<file path="src/rtl/window_motor_ctrl.sv">
// Window motor sequencer: soft-start ramp, braking dead time, optional pinch reversal.
// Define ANTI_PINCH_EN to build pinch detection with REV_DEAD, REVERSE and LOCK.
module window_motor_ctrl #(
    parameter int unsigned T_PERIOD   = 10000,
    parameter int unsigned DUTY_W     = 14,
    parameter int unsigned RAMP_STEP  = 500,
    parameter int unsigned RAMP_TICK  = 100000,
    parameter int unsigned BLANK_TIME = 5000000,
    parameter int unsigned DEAD_TIME  = 200000,
    parameter int unsigned REV_TIME   = 30000000
) (
    input  logic              SYSCLK,
    input  logic              RST_N,
    input  logic              UP_REQ,
    input  logic              DOWN_REQ,
    input  logic              PINCH,
    input  logic              TOP_LIM,
    input  logic              BOT_LIM,
    output logic [DUTY_W-1:0] DUTY,
    output logic              DIR,
    output logic              BUSY,
    output logic              PINCH_EVT,
    output logic [2:0]        STATE
);

    typedef enum logic [2:0] {
        S_IDLE     = 3'd0,
        S_RAMP     = 3'd1,
        S_RUN      = 3'd2,
        S_STOP     = 3'd3,
        S_REV_DEAD = 3'd4,
        S_REVERSE  = 3'd5,
        S_LOCK     = 3'd6,
        S_BAD      = 3'd7
    } state_e;

    localparam logic [DUTY_W-1:0] DUTY_FULL = DUTY_W'(T_PERIOD);
    localparam logic [DUTY_W-1:0] DUTY_HALF = DUTY_W'(T_PERIOD / 2);
    localparam logic [DUTY_W-1:0] DUTY_STEP = DUTY_W'((RAMP_STEP < T_PERIOD) ? RAMP_STEP : T_PERIOD);

    logic [4:0]        sync1_q, sync2_q;
    logic              up_s, down_s, top_s, bot_s, pinch_s;
    state_e            state_q, state_d;
    logic [31:0]       timer_q, timer_d;
    logic [DUTY_W-1:0] duty_q, duty_d;
    logic              dir_q, dir_d, busy_q, busy_d, pinch_evt_q, pinch_evt_d;
    logic              pinch_acc, ramp_tick, lim_hit, req_drop;
    logic [32:0]       timer_cnt;
    logic              dead_done, tick_done, rev_done, lock_done, ramp_full;

    assign {pinch_s, bot_s, top_s, down_s, up_s} = sync2_q;

    // timer_cnt is the number of cycles spent in the state once this cycle ends.
    assign timer_cnt = {1'b0, timer_q} + 33'd1;
    assign dead_done = timer_cnt >= 33'(DEAD_TIME);
    assign tick_done = timer_cnt >= 33'(RAMP_TICK);
    assign rev_done  = timer_cnt >= 33'(REV_TIME);
    assign lock_done = timer_q >= DEAD_TIME;
    assign ramp_full = (33'(duty_q) + 33'(RAMP_STEP)) >= 33'(T_PERIOD);
    assign lim_hit   = dir_q ? top_s : bot_s;
    assign req_drop  = dir_q ? (!up_s || down_s) : (!down_s || up_s);

`ifdef ANTI_PINCH_EN
    logic [31:0] blank_q, blank_d;
    logic        pinch_ok;

    assign blank_d  = (state_q == S_IDLE) ? '0 : ((blank_q != '1) ? blank_q + 32'd1 : blank_q);
    assign pinch_ok = pinch_s && dir_q && (blank_q >= BLANK_TIME);

    always_ff @(posedge SYSCLK or negedge RST_N) begin
        if (!RST_N) blank_q <= '0;
        else        blank_q <= blank_d;
    end
`else
    logic unused_cfg;
    assign unused_cfg = pinch_s ^ (BLANK_TIME != 0) ^ (REV_TIME != 0);
`endif

    always_ff @(posedge SYSCLK or negedge RST_N) begin
        if (!RST_N) begin
            sync1_q     <= '0;
            sync2_q     <= '0;
            state_q     <= S_IDLE;
            timer_q     <= '0;
            duty_q      <= '0;
            dir_q       <= 1'b0;
            busy_q      <= 1'b0;
            pinch_evt_q <= 1'b0;
        end else begin
            // NOTE: non-blocking throughout so every flop samples pre-edge values.
            sync1_q     <= {PINCH, BOT_LIM, TOP_LIM, DOWN_REQ, UP_REQ};
            sync2_q     <= sync1_q;
            state_q     <= state_d;
            timer_q     <= timer_d;
            duty_q      <= duty_d;
            dir_q       <= dir_d;
            busy_q      <= busy_d;
            pinch_evt_q <= pinch_evt_d;
        end
    end

    always_comb begin
        // NOTE: defaults first so no path through the case leaves a latch.
        state_d   = state_q;
        pinch_acc = 1'b0;
        ramp_tick = 1'b0;
        case (state_q)
            S_IDLE: begin
                if ((up_s && !down_s && !top_s) || (down_s && !up_s && !bot_s)) state_d = S_RAMP;
            end
            S_RAMP, S_RUN: begin
                if (lim_hit) begin
                    state_d = S_STOP;
`ifdef ANTI_PINCH_EN
                end else if (pinch_ok) begin
                    pinch_acc = 1'b1;
                    state_d   = S_REV_DEAD;
`endif
                end else if (req_drop) begin
                    state_d = S_STOP;
                end else if (state_q == S_RAMP && tick_done) begin
                    ramp_tick = 1'b1;
                    if (ramp_full) state_d = S_RUN;
                end
            end
            S_STOP: if (dead_done) state_d = S_IDLE;
`ifdef ANTI_PINCH_EN
            S_REV_DEAD: if (dead_done) state_d = S_REVERSE;
            S_REVERSE:  if (rev_done || bot_s) state_d = S_LOCK;
            // Dead time counts only once both buttons are released.
            S_LOCK:     if (!up_s && !down_s && lock_done) state_d = S_IDLE;
`endif
            default: state_d = S_STOP;
        endcase

        if (state_d != state_q || ramp_tick)             timer_d = '0;
        else if (state_q == S_LOCK && (up_s || down_s)) timer_d = '0;
        else if (timer_q != '1)                         timer_d = timer_q + 32'd1;
        else                                            timer_d = timer_q;
    end

    always_comb begin
        duty_d      = '0;
        dir_d       = dir_q;
        busy_d      = (state_d != S_IDLE);
        pinch_evt_d = pinch_acc;
        case (state_d)
            S_RAMP: begin
                if (state_q == S_IDLE) duty_d = DUTY_STEP;
                else if (ramp_tick)    duty_d = duty_q + DUTY_STEP;
                else                   duty_d = duty_q;
            end
            S_RUN:     duty_d = DUTY_FULL;
            S_REVERSE: duty_d = DUTY_HALF;
            default:   duty_d = '0;
        endcase
        if (state_q == S_IDLE && state_d == S_RAMP) dir_d = up_s;
        if (state_d == S_REVERSE)                   dir_d = 1'b0;
    end

    assign DUTY      = duty_q;
    assign DIR       = dir_q;
    assign BUSY      = busy_q;
    assign PINCH_EVT = pinch_evt_q;
    assign STATE     = state_q;

endmodule

</file>
<file path="config.mk">
export PLATFORM = sky130hd
export DESIGN_NAME = window_motor_ctrl
export DESIGN_NICKNAME = d
export VERILOG_FILES = /design/src/rtl/window_motor_ctrl.sv
export SDC_FILE = /design/constraint.sdc
export NUM_CORES = 1
export LEC_CHECK = 0
export CAP_MARGIN = 10
export CORE_ASPECT_RATIO = 2
export CORE_UTILIZATION = 59
export DETAILED_ROUTE_END_ITERATION = 8
export PLACE_DENSITY = 0.8
export SYNTH_ARGS = -nofsm -noshare
export SYNTH_HDL_FRONTEND = slang
export SYNTH_SLANG_ARGS = --single-unit
</file>
<file path="constraint.sdc">
create_clock -name SYSCLK -period 3.6 [get_ports SYSCLK]
set_input_delay 0.9 -clock SYSCLK [delete_from_list [all_inputs] [get_ports SYSCLK]]
set_output_delay 0.9 -clock SYSCLK [all_outputs]
set_load 0.03 [all_outputs]
</file>
# After elaboration in Yosys (flattened, before gate mapping)
# Cells that the tools add are included.
# Widths: inputs -> output; s select.
[op_classes] add_sub_neg=4 n_lt_le_gt_ge=3 n_reduce_logical=21 eq_ne=10 mux=21
[op_table] op="$mux 32" n=3
[op_table] op="$pmux 14 s3" n=1
[op_table] op="$add 32x1->33 const B" n=1
[op_table] op="$ge 33x17->1 const B" n=1
[op_table] op="$ge 33x18->1 const B" n=1
[op_table] op="$add 32x1->32 const B" n=1
[op_table] op="$ne 32x32->1 const B" n=1
[op_table] op="$mux 14" n=2
[op_table] op="$mux 3" n=6
[op_table] op="$add 14x9->15 const B" n=1
[op_table] op="$ge 15x14->1 const B" n=1
[op_table] op="$add 14x9->14 const B" n=1
[op_table] op="$eq 3x2->1 const B" n=3
[op_table] op="$pmux 3 s3" n=1
[op_table] op="$mux 1" n=8
[op_table] op="$logic_and 1x1->1" n=7
[op_table] op="$eq 3x1->1 const B" n=2
[op_table] op="$eq 3x3->1 const B" n=2
[op_table] op="$reduce_bool 3->1" n=2
[op_table] op="$logic_or 1x1->1" n=5
[op_table] op="$logic_not 1->1" n=4
[op_table] op="$logic_not 3->1" n=1
[op_table] op="$ne 3x3->1" n=1
[op_table] op="$ne 3x3->1 const B" n=1
[op_table] op="2 further kinds" n=2
[totals] in_bits=7 out_inout_bits=20 word_cells=66 regBits=59

# Longest topological paths before layout
# Gate-level depths: netlist of the first run.
[logic_depth] ltp_word=11 mapped_depth=13 mapped_depth_nobuf=11

# Least setup slack after synthesis of the first run
# OpenSTA, ideal clock, no wires.
[synth_path] path_type="register to register" startpoint="reg timer_q[0]" endpoint="reg duty_q[4] (netlist: DUTY[4])" t_arrival_ns=2.999 n_path_buf=1 path_slack_ns=0.454 period_less_slack_ns=3.146 path_stages_with_launch=13 required_ns=3.453 setup_ns=0.147 cell_sequence="dfrtp_1 > ha_1 > and3_1 > clkbuf_1 > nand4_1 > or4_1 > o311ai_0 > a21o_1 > a31oi_1 > a211oi_2 > a21boi_1 > o31ai_1 > o21ai_0"
[synth_between] elab_chain_cells=9 word_cells_on_any_way=18 cone_classes="add/sub (1); order compare (2); eq/ne (4); mux (10); reduce/logical (1)"
[synth_rtl] element="start: declaration" line="44" source="logic [31:0] timer_q, timer_d;"
[synth_rtl] element="start signal: assignment" line="94" source="timer_q <= timer_d;"
[synth_rtl] element="$add 32x1->33 (*)" line="54" source="assign timer_cnt = {1'b0, timer_q} + 33'd1;"
[synth_rtl] element="$ge 33x17->1" line="56" source="assign tick_done = timer_cnt >= 33'(RAMP_TICK);"
[synth_rtl] element="$logic_and 1x1->1" line="121" source="end else if (state_q == S_RAMP && tick_done) begin"
[synth_rtl] element="$mux 3" line="121"
[synth_rtl] element="$mux 3" line="119" source="end else if (req_drop) begin"
[synth_rtl] element="$mux 3" line="112" source="if (lim_hit) begin"
[synth_rtl] element="$pmux 3 s3" line="107" source="case (state_q)"
[synth_rtl] element="$eq 3x3->1, or another cell as far along" line="147" source="case (state_d)"
[synth_rtl] element="$pmux 14 s3 or $ne 3x3->1 (tied branches)"
[synth_rtl] element="end signal: assignment" line="95" source="duty_q <= duty_d;"
[synth_rtl] element="end: declaration" line="45" source="logic [DUTY_W-1:0] duty_q, duty_d;"
# Mark *: on every way between the ends. The rest lies on a longest branch, timed or not.
# A chain may end at the register's enable or synchronous reset.

# Final worst setup path of the first run
[layout_path] startpoint="reg timer_q[1]" endpoint="reg duty_q[4] (netlist: DUTY[4])"
# The elaborated chain is that of the path after synthesis.

==> flow_metrics.py, run 1 <==
metrics = {
    "sta": {
        "finalMaxSlewViolations": 0,
        "fin_crit_ns": 3.46,
        "max_freq_mhz": 289,
        "hold_slack_ns": 0.345,
        "tightest_slew_ns": 1.04,
        "rsz0062_at_grt": "true",
        "maxSlewHeadroom_pct": 30.5,
        "fin_worst_skew_ns": 0.00452,
        "setup_viol": 0,
        "hold_violations": 0,
        "fin_crit_sh_pct": 96.1,
    },
    "placement": {
        "placed_cell_area_um2": 3990,
        "hpwl_um": 6410,
        "place_congestion": 0.868,
        "numPortBuffers": 22,
        "dp.cells": 495,
    },
    "route": {
        "vias_per_cell": 6.40,
        "drt_first_pass_iters": 6,
        "top_layer_used": "met4",
        "routedWlPerCell_um": 17.2,
        "wl_met2_um": 5090,
        "wl_met3_um": 252,
        "dr_total_vias": 3304,
        "antenna_left": 0,
        "first_iter_violations": 225,
        "route.detailed.drc": 2,
        "wl_met1_um": 3080,
        "wirelength_um": 8850,
    },
    "worst_setup_path": {
        "worst_setup_path_end_kind": "register",
        "max_stage_delay_ns": 0.49,
        "cp_num_buf_inv": 1,
        "critPathLaunchType": "register",
        "critPathKind": "reg -> reg",
        "worstPathArrival_ns": 3.65,
        "worstPathMaxFanout": 6,
        "cp.required_ns": 3.79,
        "path_delay_family": "compound AO/OA/AOI/OAI gates",
        "crit_path_cell_trace": "ha_1 > nand4_1 > nor4_2 > nand3_1 > xor2_1 > a31oi_1 > nor4_4 > buf_4 > a211oi_2 > a21boi_1 > o31ai_2 > o21ai_0",
        "critPathSlowestCell": "o31ai_2",
    },
    "yosys": {
        "synth-simple-area-share_pct": 27.6,
        "synth.distinct_cells": 65,
        "synth_fa_ha_area_share_pct": 1.02,
        "synth_top_family_by_area": "simple AND/OR/NAND/NOR gates",
        "synth_compound_area_share_pct": 17.6,
        "yosys_register_bits": 57,
        "synth_edf_count": 0,
        "ys_seq_area_share_pct": 38.8,
        "syn_avg_cell_area_um2": 8.80,
        "netlist_area_um2": 3680,
        "ys_warn_count": 0,
        "muxShareOfSynthArea_pct": 2.01,
        "async_flop_share_pct": 100,
        "synthXorXnorAreaFrac_pct": 7.62,
        "synthCells": 418,
        "synth_ff_type": "dfrtp_1",
    },
    "die": {
        "row_count": 40,
        "boundaryPins": 27,
        "start_util_pct": 61.2,
        "coreArea_um2": 6010,
        "die_area_um2": 6570,
        "die_w_um": 57.8,
        "die_y_um": 114,
    },
    "clocking": {
        "cts_tree": "yes",
        "clk_latency_ns": 0.33,
        "root_buffer": "clkbuf_16",
        "cts_hold_buf": 0,
        "htreeDepth": 3,
        "cts_sinks": 57,
        "max-clock-path-buffers": 2,
        "numCtsBuffers": 9,
        "path_clk_slew_ns": 0.05,
    },
    "pwr": {
        "power.density_nw_per_um2": 389,
        "p_leak_nw": 1.76,
        "ir_drop_v": 0.000313,
        "total_power_mw": 1.70,
    },
    "cells_and_area": {
        "final_cell_mix": "dfrtp_1 (56), a21oi_1 (43), nor2_1 (42), nand3_1 (26), buf_4 (24)",
        "fin_cells": 516,
        "layout-drive-gt1-share_pct": 15.2,
        "fin_nets": 458,
        "layout_commonest_cell": "dfrtp_1",
        "final_util_pct": 72.6,
        "synthToLayoutAreaGrowth_pct": 18.6,
        "n_antenna_cell": 0,
        "fin_area_um2": 4360,
    },
    "global_routing": {
        "antenna_found_initial": 0,
        "grt-ovfl-total": 0,
        "grt_max_degree": 47,
        "grt_util_all_layers_pct": 29.5,
        "grt_pass1_wl_um": 14800,
        "grt_pass1_vias": 3336,
    },
    "flow_run": {
        "maxCapViolations": 0,
    },
    "outcome": {
        "status": "finished, violations left",
        "violations": "DRC",
    },
    "worst_hold_path": {
        "hold_path_class": "reg -> reg",
    },
}
synth_stat cells, drive strengths merged (2+ instances only):
library cell / n / share of area [%]
nor3b: 5 / 1.0
or3: 6 / 1.0
a21oi: 43 / 5.9
or4: 3 / 0.71
or2: 2 / 0.34
ha: 3 / 1.0
nor4: 8 / 2.2
mux2: 3 / 0.92
nor2: 43 / 4.4
or4b: 2 / 0.54
clkbuf: 13 / 1.3
o211ai: 5 / 1.0
o22ai: 2 / 0.34
xor2: 12 / 2.9
a211oi: 3 / 0.88
dfrtp: 57 / 39
nand4b: 3 / 0.71
nand4: 16 / 3.3
a21o: 3 / 0.61
a311o: 2 / 0.54
nor3: 15 / 2.6
and3: 7 / 1.2
nand2: 21 / 2.1
buf: 18 / 2.8
and4: 8 / 1.9
a32oi: 2 / 0.48
a31oi: 6 / 1.0
nand3: 27 / 3.8
mux2i: 4 / 1.1
nand2b: 3 / 0.51
inv: 11 / 1.1
and2: 2 / 0.34
o21ai: 18 / 2.4
a31o: 2 / 0.71
o311a: 2 / 0.54
xnor2: 20 / 4.8
metrics by stage:
stage / setup slack [ns] / setup TNS, ns
floorplan: 0.454 / 0
global placement: 0.0433 / 0
detailed placement: -0.0284 / -0.0562
CTS: 0.0257 / 0
global route: -0.160 / -1.37
finish: 0.139 / 0
worst paths after layout:
| path | start | endpoint | slack (ns) | depth (start not counted) |
|---|---|---|---|---|
| max | timer_q[1] | DUTY[4] | 0.14 | 12 |
| min | sync1_q[3] | sync2_q[3] | 0.35 | 0 |
| max reg2reg | timer_q[1] | DUTY[4] | 0.14 | 12 |
| min reg2reg | sync1_q[3] | sync2_q[3] | 0.35 | 0 |
| max in group asynchronous | RST_N | timer_q[24] | 2.08 | 2 |
| min in group asynchronous | RST_N | DUTY[11] | 0.76 | 1 |
cell type report:
| type | instances | area, µm² |
|---|---|---|
| Clock inverter | 5 | 55.1 |
| Fill cell | 455 | 1640 |
| Multi-Input combinational cell | 322 | 2100 |
| Timing Repair Buffer | 47 | 415 |
| Clock buffer | 11 | 243 |
| Sequential cell | 57 | 1430 |
| Tap cell | 63 | 78.8 |
| Inverter | 11 | 41.3 |
cells by family after synthesis:
family / after synthesis
simple gates: 175
fa+ha+maj: 3
mux: 7
buf+inv: 42
flops: 57
other cells: 1
compound gates: 101
xor+xnor: 32
routing by layer:
layer  GRT usage, %  vias to the layer above
met5              0                        -
met4           19.0                        0
met3           6.24                       35
met2           54.9                       79
met1           27.7                     1597
li1               -                     1593
state kept, by name (all words and copies together), names as in the netlist:
name and flops:
DIR 1, STATE 3, BUSY 1, DUTY 12
timer_q 32, sync2_q 4, sync1_q 4
report_power, final:
group / switching (mW) / internal [mW]
clock network: 0.285 / 0.550
registers: 0.0227 / 0.661
logic: 0.110 / 0.0703
repair_timing:
item                                    CTS  global route
gates resized for setup                   1             7
pin swaps                                 0             5
endpoints found under the setup margin    2            15
setup buffers                             0             5
Power figures use the tool's default switching activity.
==> run 2, diff against run 1 <==
--- a/config.mk
+++ b/config.mk
@@ -7,9 +7,9 @@
 export LEC_CHECK = 0
 export CAP_MARGIN = 10
 export CORE_ASPECT_RATIO = 2
-export CORE_UTILIZATION = 59
+export CORE_UTILIZATION = 57
 export DETAILED_ROUTE_END_ITERATION = 8
-export PLACE_DENSITY = 0.8
+export PLACE_DENSITY = 0.78
 export SYNTH_ARGS = -nofsm -noshare
 export SYNTH_HDL_FRONTEND = slang
 export SYNTH_SLANG_ARGS = --single-unit
==> flow_metrics.py, run 2 (synthesis gave the netlist of run 1 again) <==
metrics = {
    "die": {
        "die_w_um": 58.8,
        "boundaryPins": 27,
        "die_y_um": 116,
        "row_count": 41,
        "start_util_pct": 58.8,
        "coreArea_um2": 6260,
        "die_area_um2": 6800,
    },
    "cells_and_area": {
        "fin_area_um2": 4540,
        "fin_nets": 463,
        "final_util_pct": 72.5,
        "fillCellCount": 483,
        "layout-drive-gt1-share_pct": 17.9,
        "n_antenna_cell": 0,
        "largest_reg_flops": 32,
        "layout_commonest_cell": "dfrtp_1",
        "top_register": "timer_q",
        "final_cell_mix": "dfrtp_1 (55), a21oi_1 (43), nor2_1 (41), buf_4 (29), nand3_1 (26)",
        "synthToLayoutAreaGrowth_pct": 23.3,
    },
    "clocking": {
        "numCtsBuffers": 9,
        "cts_sinks": 57,
        "path_clk_slew_ns": 0.05,
        "max-clock-path-buffers": 2,
        "cts_tree": "yes",
        "clk_latency_ns": 0.33,
        "root_buffer": "clkbuf_16",
        "htreeDepth": 3,
    },
    "pwr": {
        "p_int_mw": 1.42,
        "swShare_pct": 23.1,
        "p_comb_share_pct": 9.3,
        "sequentialPowerShare_pct": 37.2,
        "power.density_nw_per_um2": 408,
        "p_leak_nw": 1.84,
        "netSwitchingPower_uw": 427,
        "ir_drop_v": 0.000378,
        "pwr-share-clk_pct": 53.4,
    },
    "sta": {
        "setup_viol": 0,
        "tightest_slew_ns": 1.01,
        "maxSlewHeadroom_pct": 32.5,
        "hold_violations": 0,
        "finalMaxSlewViolations": 0,
        "fin_worst_skew_ns": 0.00510,
        "hold_slack_ns": 0.346,
        "finalWorstSetupSlack_ns": 0.178,
        "fin_crit_sh_pct": 95.0,
        "fin_crit_ns": 3.42,
        "max_freq_mhz": 292,
    },
    "route": {
        "antenna_left": 0,
        "drt_first_pass_iters": 6,
        "first_iter_violations": 215,
        "routedWlPerCell_um": 16.9,
        "wirelength_um": 9220,
        "route.detailed.drc": 0,
        "vias_per_cell": 6.31,
        "dr_total_vias": 3431,
    },
    "global_routing": {
        "antenna_found_initial": 0,
        "grt_util_all_layers_pct": 29.6,
        "grt-ovfl-total": 0,
        "grt_pass1_wl_um": 15200,
        "grt_max_degree": 46,
        "grt_pass1_vias": 3355,
    },
    "worst_setup_path": {
        "cp.required_ns": 3.86,
        "worstPathArrival_ns": 3.69,
        "worst_setup_path_end_kind": "register",
        "critPathLaunchType": "register",
        "critPathKind": "reg -> reg",
        "worstPathMaxFanout": 9,
    },
    "worst_hold_path": {
        "hold_path_class": "reg -> reg",
    },
    "outcome": {
        "status": "completed",
    },
    "placement": {
        "post-place-ws_ns": 0.0507,
        "hpwl_um": 6550,
        "numPortBuffers": 22,
        "place_congestion": 0.907,
        "placed_cell_area_um2": 4050,
    },
    "flow_run": {
        "maxCapViolations": 0,
    },
}
[run 2: power by group through the flow]
stage | Sequential (mW) | Clock [mW] | Combinational, mW
floorplan | 0.705 | 0 | 0.0901
global placement | 0.695 | 0 | 0.164
detailed placement | 0.698 | 0 | 0.167
CTS | 0.687 | 0.999 | 0.168
global route | 0.690 | 1.02 | 0.190
finish | 0.688 | 0.988 | 0.173
[run 2: per-layer routing]
metal  track usage, %  up-vias  part of all wire [%]
met3             6.03       37                   2.4
met2             54.5       84                    57
met4             19.0        0                   4.2
met1             28.7     1707                    37
met5                0        -                     0
li1                 -     1603                     -
[run 2: cell type report]
type,instances,area (µm²),share of cell area [%]
inverter,11,41.3,0.910
sequential,57,1430,31.5
multi-input combinational,322,2160,47.6
timing repair buffer,52,453,9.99
clock buffer,11,243,5.35
tap,86,108,2.37
clock inverter,5,103,2.26
[run 2: timing repair]
action	in CTS	in global routing
buffers inserted	0	6
gates resized for setup	0	19
endpoints found under the setup margin	0	34
hold buffers	0	0
[run 2: final timing paths]
| kind | start | to | slack [ns] | cells after the start |
|---|---|---|---|---|
| setup / recovery | timer_q[9] | DUTY[11] | 0.18 | 13 |
| hold / removal | sync1_q[2] | sync2_q[2] | 0.35 | 0 |
| setup reg to reg | timer_q[9] | DUTY[11] | 0.18 | 13 |
| hold reg to reg | sync1_q[2] | sync2_q[2] | 0.35 | 0 |
| max in group asynchronous | RST_N | timer_q[23] | 2.08 | 2 |
| min in group asynchronous | RST_N | DUTY[6] | 0.75 | 1 |
[run 2: worst max-delay path: stages (launching register included)]
cell and delay [ns]:
dfrtp_1 0.51, nand4_1 0.17, buf_4 0.20, nor4_2 0.32, nand3_1 0.23, nor4_2 0.30
a31oi_2 0.10, nor4_4 0.39, a211oi_2 0.15, a21boi_1 0.29, buf_4 0.17, o211ai_1 0.20
buf_4 0.22, nor2_1 0.09
[run 2: stage by stage]
| step | std cells | power, mW | TNS [ns] |
|---|---|---|---|
| floorplan | 421 | 0.795 | 0 |
| global placement | 522 | 0.859 | 0 |
| detailed placement | 522 | 0.865 | 0 |
| CTS | 538 | 1.85 | 0 |
| global route | 544 | 1.90 | -0.0683 |
| finish | 544 | 1.85 | 0 |
==> run 3, diff against run 2 <==
--- a/config.mk
+++ b/config.mk
@@ -10,6 +10,7 @@
 export CORE_UTILIZATION = 57
 export DETAILED_ROUTE_END_ITERATION = 8
 export PLACE_DENSITY = 0.78
+export REMOVE_ABC_BUFFERS = 1
 export SYNTH_ARGS = -nofsm -noshare
 export SYNTH_HDL_FRONTEND = slang
 export SYNTH_SLANG_ARGS = --single-unit
==> flow_metrics.py, run 3 (synthesis gave the netlist of run 1 again) <==
metrics = {
    "clocking": {
        "cts_tree": "yes",
        "clk_latency_ns": 0.34,
        "max-clock-path-buffers": 2,
        "cts_sinks": 57,
        "path_clk_slew_ns": 0.05,
        "root_buffer": "clkbuf_16",
        "htreeDepth": 3,
        "numCtsBuffers": 9,
        "cts_hold_buf": 0,
    },
    "cells_and_area": {
        "top_register": "timer_q",
        "fin_area_um2": 4420,
        "layout-drive-gt1-share_pct": 16.5,
        "largest_reg_flops": 32,
        "n_antenna_cell": 0,
        "fin_nets": 460,
        "final_cell_mix": "dfrtp_1 (57), a21oi_1 (43), nor2_1 (42), buf_4 (26), nand3_1 (25)",
        "fin_cells": 541,
        "synthToLayoutAreaGrowth_pct": 20.1,
        "final_util_pct": 70.6,
        "layout_commonest_cell": "dfrtp_1",
    },
    "die": {
        "start_util_pct": 58.8,
        "coreArea_um2": 6260,
        "boundaryPins": 27,
        "row_count": 41,
        "die_w_um": 58.8,
        "die_y_um": 116,
        "die_area_um2": 6800,
    },
    "worst_setup_path": {
        "worstPathMaxFanout": 6,
        "worst_setup_path_end_kind": "register",
        "path_depth": 13,
        "worstPathArrival_ns": 3.78,
        "rr_startpoint": "timer_q[1]",
        "path_delay_family": "simple AND/OR/NAND/NOR gates",
        "cp_num_buf_inv": 2,
        "cp.required_ns": 3.85,
        "rr_worst_depth": 13,
        "critPathSlowestCell": "or4_4",
        "crit_path_cell_trace": "ha_2 > nand4_1 > buf_4 > nor4_2 > nand4_1 > o311a_1 > a311o_1 > nor4_4 > buf_4 > a31o_4 > a211oi_2 > or4_4 > o21ai_0",
        "max_stage_delay_ns": 0.57,
        "critPathKind": "reg -> reg",
        "critPathLaunchType": "register",
        "r2r_slack_ns": 0.07,
        "rr_endpoint": "DUTY[10]",
    },
    "global_routing": {
        "grt_max_degree": 40,
        "grt_pass1_wl_um": 14500,
        "antenna_found_initial": 0,
        "grt_pass1_vias": 3242,
        "grt_util_all_layers_pct": 28.4,
        "grt-ovfl-total": 0,
    },
    "sta": {
        "tightest_slew_ns": 0.668,
        "fin_crit_ns": 3.53,
        "hold_slack_ns": 0.349,
        "maxSlewHeadroom_pct": 55.4,
        "fin_worst_skew_ns": 0.00611,
        "fin_crit_sh_pct": 98.0,
        "max_freq_mhz": 283,
        "finalMaxSlewViolations": 0,
        "hold_violations": 0,
        "setup_viol": 0,
    },
    "route": {
        "wirelength_um": 8930,
        "antenna_left": 0,
        "first_iter_violations": 198,
        "drt_first_pass_iters": 4,
        "dr_total_vias": 3331,
        "route.detailed.drc": 0,
        "routedWlPerCell_um": 16.5,
        "vias_per_cell": 6.16,
    },
    "pwr": {
        "p_leak_nw": 1.77,
        "total_power_mw": 1.64,
        "power.density_nw_per_um2": 372,
        "ir_drop_v": 0.000411,
    },
    "outcome": {
        "status": "completed",
    },
    "placement": {
        "numPortBuffers": 22,
        "hpwl_um": 6290,
        "placed_cell_area_um2": 4020,
        "dp.cells": 518,
        "place_congestion": 0.866,
    },
    "worst_hold_path": {
        "hold_end": "sync2_q[2]",
        "min-delay-start": "sync1_q[2]",
        "hold_path_class": "reg -> reg",
        "whs_path_depth": 0,
    },
    "flow_run": {
        "maxCapViolations": 0,
    },
}
-- run 3: changes by cell type in the layout (fill, tap and decap cells not counted), moves of 2 or more --
cell / change
dfrtp_1: +2
dfrtp_2: -2
bufinv_16: -3
clkinvlp_4: +3
nor4_1: +2
buf_4: -3
-- run 3: final cells by class --
type	count	area [µm²]
sequential	57	1430
fill	517	1840
clock buffer	10	239
tap	86	108
inverter	11	41.3
multi-input combinational	322	2130
timing repair buffer	49	430
clock inverter	6	43.8
-- run 3: per-stage QoR --
stage,setup slack [ns],TNS (ns)
floorplan,-0.164,-3.53
global placement,0.101,0
detailed placement,-0.0134,-0.0169
CTS,0.0392,0
global route,-0.0400,-0.110
finish,0.0725,0
-- run 3: how the worst max path moves through the flow --
| stage | start | endpoint |
|---|---|---|
| 3_3_place_gp | timer_q[1] | DUTY[8] |
| 6_report | timer_q[1] | DUTY[10] |
| 4_1_cts | timer_q[1] | DUTY[10] |
| 5_1_grt | timer_q[9] | DUTY[10] |
| 3_5_place_dp | timer_q[1] | DUTY[4] |
| 2_1_floorplan | timer_q[0] | timer_q[30] |
-- run 3: power by group --
part	leakage (nW)	switching, mW	total [mW]	internal (mW)
registers	0.758	0.0266	0.687	0.660
clock network	0.127	0.304	0.787	0.482
logic	0.883	0.104	0.169	0.0647
total	1.77	0.435	1.64	1.21
-- run 3: worst register-to-register path: cells and delay by family (launching register included) --
family                   cells  cell delay (ns)
AND/OR/NAND/NOR              5             1.49
AO/OA/AOI/OAI                5             0.88
buffers and inverters        2             0.38
adder cells (fa/ha/maj)      1             0.26
flip-flops                   1             0.44
-- run 3: layer usage --
metal	GRT usage [%]	wire, µm	vias to the layer above
li1	-	-	1600
met1	28.2	3220	1636
met2	52.3	5200	72
met3	6.03	242	23
met4	16.0	270	0
met5	0	0	-
-- run 3: what timing repair did --
action                     4_1_cts  5_1_grt
setup endpoints to repair        2       18
gates resized for setup          2       11
pin swaps                        1        4
setup buffers                    0        7
